## src/rtl/alarm_annunciator.sv

```systemverilog
// Alarm annunciator: escalates upstream TRIGGER/ERROR status into strobe, siren and lockout.
// Optional macro ANNUNC_EVENT_CNT_EN adds EVT_CNT, a saturating count of WARN->ALARM escalations.
module alarm_annunciator #(
    parameter int unsigned WARN_CYC  = 8,
    parameter int unsigned ALARM_CYC = 32,
    parameter int unsigned ERR_MAX   = 3
) (
    input  logic       U,
    input  logic       R_n,
    input  logic [2:0] Z,
    input  logic       ACK,
    output logic       SIREN,
    output logic       STROBE,
    output logic       LOCKOUT,
    output logic [2:0] ERRCNT
`ifdef ANNUNC_EVENT_CNT_EN
    ,
    output logic [7:0] EVT_CNT
`endif
);

    localparam int unsigned MAX_CYC = (WARN_CYC > ALARM_CYC) ? WARN_CYC : ALARM_CYC;
    localparam int unsigned CNT_W   = (MAX_CYC > 1) ? $clog2(MAX_CYC) : 1;

    localparam logic [2:0] Z_OFF      = 3'b000;
    localparam logic [2:0] Z_UNLOCKED = 3'b100;
    localparam logic [2:0] Z_TRIGGER  = 3'b101;
    localparam logic [2:0] Z_ERROR    = 3'b110;

    typedef enum logic [2:0] {
        S_IDLE     = 3'd0,
        S_WARN     = 3'd1,
        S_ALARM    = 3'd2,
        S_SILENCED = 3'd3,
        S_LOCKOUT  = 3'd4
    } state_t;

    state_t             state, state_nx;
    logic [2:0]         z_q, z_prev;
    logic [CNT_W-1:0]   cnt, cnt_nx;
    logic [1:0]         phase, phase_nx;
    logic [2:0]         errcnt_nx;
    logic               siren_nx, strobe_nx, lockout_nx;
    logic               err_entry, trig_entry, is_clear, lock_go;

    // Status capture; z_prev lets us detect fresh entries into a code
    always_ff @(posedge U or negedge R_n) begin
        if (!R_n) begin
            z_q    <= 3'b000;
            z_prev <= 3'b000;
        end else begin
            z_q    <= Z;
            z_prev <= z_q;
        end
    end

    always_ff @(posedge U or negedge R_n) begin
        if (!R_n) begin
            state   <= S_IDLE;
            cnt     <= '0;
            phase   <= '0;
            ERRCNT  <= '0;
            SIREN   <= 1'b0;
            STROBE  <= 1'b0;
            LOCKOUT <= 1'b0;
        end else begin
            state   <= state_nx;
            cnt     <= cnt_nx;
            phase   <= phase_nx;
            ERRCNT  <= errcnt_nx;
            SIREN   <= siren_nx;
            STROBE  <= strobe_nx;
            LOCKOUT <= lockout_nx;
        end
    end

    always_comb begin
        state_nx   = state;
        cnt_nx     = cnt;
        phase_nx   = 2'd0;
        errcnt_nx  = ERRCNT;
        strobe_nx  = 1'b0;
        err_entry  = (z_q == Z_ERROR) && (z_prev != Z_ERROR);
        trig_entry = (z_q == Z_TRIGGER) && (z_prev != Z_TRIGGER);
        is_clear   = (z_q == Z_UNLOCKED) || (z_q == Z_OFF);
        lock_go    = err_entry && (ERRCNT != 3'd7) && ((32'(ERRCNT) + 32'd1) == ERR_MAX);

        if (err_entry && (ERRCNT != 3'd7)) begin
            errcnt_nx = ERRCNT + 3'd1;
        end else if (is_clear && (state != S_LOCKOUT)) begin
            errcnt_nx = 3'd0;
        end

        case (state)
            S_IDLE: begin
                cnt_nx = '0;
                if (z_q == Z_TRIGGER) begin
                    state_nx = S_WARN;
                    cnt_nx   = CNT_W'(WARN_CYC - 1);
                end
            end
            S_WARN: begin
                if (is_clear) begin
                    state_nx = S_IDLE;
                    cnt_nx   = '0;
                end else if (cnt == '0) begin
                    state_nx = S_ALARM;
                    cnt_nx   = CNT_W'(ALARM_CYC - 1);
                end else begin
                    cnt_nx = cnt - CNT_W'(1);
                end
            end
            S_ALARM: begin
                // UNLOCKED/OFF beat ACK, which beats timeout
                if (is_clear) begin
                    state_nx = S_IDLE;
                    cnt_nx   = '0;
                end else if (ACK || (cnt == '0)) begin
                    state_nx = S_SILENCED;
                    cnt_nx   = '0;
                end else begin
                    cnt_nx = cnt - CNT_W'(1);
                end
            end
            S_SILENCED: begin
                if (is_clear) begin
                    state_nx = S_IDLE;
                end else if (trig_entry) begin
                    state_nx = S_WARN;
                    cnt_nx   = CNT_W'(WARN_CYC - 1);
                end
            end
            S_LOCKOUT: begin
                if (ACK && (z_q == Z_UNLOCKED)) begin
                    state_nx  = S_IDLE;
                    errcnt_nx = 3'd0;
                end
            end
            default: begin
                state_nx = S_IDLE;
                cnt_nx   = '0;
            end
        endcase

        if (lock_go) begin
            state_nx = S_LOCKOUT;
            cnt_nx   = '0;
        end

        siren_nx   = (state_nx == S_ALARM) || (state_nx == S_LOCKOUT);
        lockout_nx = (state_nx == S_LOCKOUT);

        // Strobe starts high on entering WARN/SILENCED, then blinks at 1 or 4 cycles
        case (state_nx)
            S_WARN:     strobe_nx = (state == S_WARN) ? ~STROBE : 1'b1;
            S_SILENCED: begin
                if (state != S_SILENCED) begin
                    strobe_nx = 1'b1;
                end else begin
                    phase_nx  = phase + 2'd1;
                    strobe_nx = (phase == 2'd3) ? ~STROBE : STROBE;
                end
            end
            S_ALARM, S_LOCKOUT: strobe_nx = 1'b1;
            default:            strobe_nx = 1'b0;
        endcase
    end

`ifdef ANNUNC_EVENT_CNT_EN
    always_ff @(posedge U or negedge R_n) begin
        if (!R_n) begin
            EVT_CNT <= 8'd0;
        end else if ((state == S_WARN) && (state_nx == S_ALARM) && (EVT_CNT != 8'd255)) begin
            EVT_CNT <= EVT_CNT + 8'd1;
        end
    end
`endif

endmodule

```

## config.mk

```make
export PLATFORM = sky130hd
export DESIGN_NAME = alarm_annunciator
export DESIGN_NICKNAME = d
export VERILOG_FILES = /design/src/rtl/alarm_annunciator.sv
export SDC_FILE = /design/constraint.sdc
export NUM_CORES = 1
export LEC_CHECK = 0
export CAP_MARGIN = 20
export CORE_UTILIZATION = 57
export CTS_CLUSTER_SIZE = 10
export DETAILED_ROUTE_END_ITERATION = 16
export PLACE_DENSITY = 0.91
export REMOVE_ABC_BUFFERS = 1
export SETUP_SLACK_MARGIN = 0.1
export SYNTH_ARGS = -nofsm -noshare
export SYNTH_HDL_FRONTEND = slang
export SYNTH_SLANG_ARGS = --single-unit
```

## constraint.sdc

```tcl
create_clock -name U -period 5.3 [get_ports U]
set_input_delay 0.795 -clock U [delete_from_list [all_inputs] [get_ports U]]
set_output_delay 0.795 -clock U [all_outputs]
set_load 0.05 [all_outputs]
```

==> run_results.csv <==
group,metric,value,unit
cts,htree_levels,1,
detailed_routing,drtPass1Iterations,4,
grt,antenna_found_initial,0,
yosys,ys_ff_latch,22,
worst_setup_path,crit_arrival,1.60,ns
hold_path,min_delay_path_depth,0,
worst_setup_path,path_cells,"clkdlybuf4s50_1",
timing,finalHoldViolations,0,
yosys,synthArstFlopShare,1.00,
detailed_routing,num_vias,988,
cts,cts_resized,0,
hold_path,hp-class,"register to register",
timing,tightest_slew,0.947,ns
die,rows,16,
worst_setup_path,crit_type,"register to output port",
final_layout,num_antenna_cells,0,
power_and_ir_drop,clkPwrFrac,0.189,
timing,finalMaxSlewViolations,0,
worst_setup_path,cpMaxStageDelayCell,"clkdlybuf4s50_1",
yosys,ys.flop_type,"dfrtp_1",
worst_setup_path,path_max_fanout,6,
grt,first_global_vias,963,
yosys,yosysUniqueCellTypes,41,
run_status,status,"finished clean",
cts,max-clock-path-buffers,2,
timing,finalClockSkew,0.0116,ns
placed_design,port_buffers,11,
cts,clockRootBuffer,"clkbuf_4",
timing,whs,0.450,ns
power_and_ir_drop,p_int,0.000403,W
detailed_routing,ant_nets,0,
die,fp.dieH,48.6,um
final_layout,area.growth.synth_to_final,14.3,%
cts,cts_hold_buf,0,
yosys,syn-instance-count,129,
yosys,syn_area,1240,um^2
die,die_x,48.6,um
power_and_ir_drop,total_power,0.000657,W
cts,tritoncts,"done",
power_and_ir_drop,leakage,0.642,nW
timing,max_freq,0.417,GHz
yosys,synth_edf_count,0,
worst_setup_path,worst-path-buf-inv,1,
timing,min_period,2.40,ns
power_and_ir_drop,power_switching,0.000254,W
grt,grt_first_pass_wirelength,4340,um
yosys,ys_seq_area_frac,0.445,
timing,rsz0062_at_grt,"false",
cts,clkSinkCount,22,
timing,timing.slew.headroom,0.367,
timing,setup_viol,0,
power_and_ir_drop,pwr-share-comb,0.433,
worst_setup_path,end_kind,"output port",
yosys,yosys_warnings,0,
worst_setup_path,max_stage_delay,0.85,ns
die,ios,12,
timing,fin_crit_sh,0.453,
worst_setup_path,setup.worst_path.start_class,"register",
yosys,yosysTopAreaCellShare,0.445,
yosys,avgSynthCellArea,9.58,um^2
cts,post_cts_buffers,0,
worst_setup_path,ff2ff_path_depth,7,
worst_setup_path,worst-path-stages,1,
final_layout,drive_gt1_frac,0.101,
yosys,netlist.top_cell.by_area,"dfrtp_1",
worst_setup_path,worstPathRequired,4.51,ns
cts,clock_latency,0.30,ns
grt,grt_max_degree,23,
die,initial_utilization,0.618,
cts,path_clk_slew,0.12,ns
timing,finalSetupTns,0,ns
power_and_ir_drop,swShare,0.387,
detailed_routing,drc,0,
placed_design,hpwlAfterDp,1810,um
detailed_routing,drt_iter0_drc,15,
run,maxCapViolations,0,
yosys,synth_area_leaders,"dfrtp_1 (45%), ha_1 (6.1%), nor2_1 (4.9%), a21oi_1 (2.8%), inv_1 (2.7%)",
power_and_ir_drop,powerDensity,465,nW/um^2
grt,grtUsageTotal,0.231,
detailed_routing,viasPerCell,5.95,
final_layout,fin_nets,152,
power_and_ir_drop,seqPwrFrac,0.377,
placed_design,gp_congestion,0.864,
detailed_routing,wl_per_cell,14.5,um
die,die-area,2360,um^2
grt,grt_overflow,0,
power_and_ir_drop,irDropWorstVdd,0.269,mV
detailed_routing,wirelength,2410,um
worst_setup_path,crit_family,"buffers and inverters",
cts,cts_buffers,3,
die,core-area,2000,um^2
-- sequential cells by signal, summed over array words and instances, names as in the netlist --
register and cells:
z_prev 3, phase 2, state 3, STROBE 1, SIREN 1, cnt 5, z_q 3, LOCKOUT 1
ERRCNT 3
-- layout make-up --
type                    count  area (um^2)
fillers                   150          589
clock inverters             1         30.0
multi-input cells          93          632
repair buffers             11          110
inverters                   9         33.8
flip-flops and latches     22          551
well taps                  27         33.8
clock buffers               3         22.5
-- per-layer routing --
metal  wire length (um)  part of all wire  up-vias  GRT usage
met1               1160              0.48      489      0.322
met4                  0                 0        0     0.0490
li1                   -                 -      486          -
met2               1180              0.49       13      0.385
met5                  0                 0        -          0
met3                 64             0.027        0     0.0314
-- power by group through the flow --
| stage | Combinational, W | Sequential (W) | Clock [W] |
|---|---|---|---|
| 2_1_floorplan | 0.000192 | 0.000266 | 0 |
| 3_3_place_gp | 0.000272 | 0.000246 | 0 |
| 3_5_place_dp | 0.000282 | 0.000250 | 0 |
| 4_1_cts | 0.000283 | 0.000247 | 0.000127 |
| 5_1_grt | 0.000316 | 0.000254 | 0.000134 |
| 6_report | 0.000285 | 0.000248 | 0.000124 |
-- per-stage QoR --
step	setup slack [ns]	instances	cell area [um^2]	util
2_1_floorplan	2.99	124	1220	-
3_3_place_gp	2.95	162	1360	0.679
3_5_place_dp	2.90	162	1360	0.679
4_1_cts	2.87	166	1410	0.706
5_1_grt	2.65	166	1410	0.706
6_report	2.90	166	1410	0.706
-- Yosys cell counts (2+ instances only) --
cell / number
a21o_2: 2
a21oi_1: 7
a22oi_1: 2
a31oi_1: 2
and2_1: 3
clkbuf_1: 4
dfrtp_1: 22
ha_1: 6
inv_1: 9
nand2_1: 7
nand2b_1: 4
nand3_1: 2
nand3b_1: 3
nor2_1: 16
nor3_1: 6
nor4_1: 3
o21a_1: 2
o21ai_0: 2
o21bai_1: 3
o32ai_1: 3
-- kinds of logic after synthesis --
| family | Yosys count | share of synthesized area |
|---|---|---|
| fa+ha+maj | 6 | 0.0607 |
| flops | 22 | 0.445 |
| compound gates | 34 | 0.212 |
| buf+inv | 14 | 0.0435 |
| mux | 1 | 0.00810 |
| simple gates | 52 | 0.231 |
-- final timing paths --
kind	from	slack [ns]	endpoint
min in group asynchronous	R_n	1.01	z_q[0]
worst max-delay path	ERRCNT[0]	2.90	ERRCNT[0]
worst min-delay path	z_q[2]	0.45	z_prev[2]
worst max register to register	ERRCNT[0]	2.91	STROBE
max in group asynchronous	R_n	3.71	cnt[3]
worst min register to register	z_q[2]	0.45	z_prev[2]
-- cell usage in the layout (no fill, tap or decap), types with 4 or more instances in the layout --
cell	count
nor3_1	6
ha_1	6
dfrtp_1	22
nand2b_1	4
inv_1	9
nand2_1	7
clkdlybuf4s50_1	11
a21oi_1	7
nor2_1	16
(Power assumes the default switching activity.)
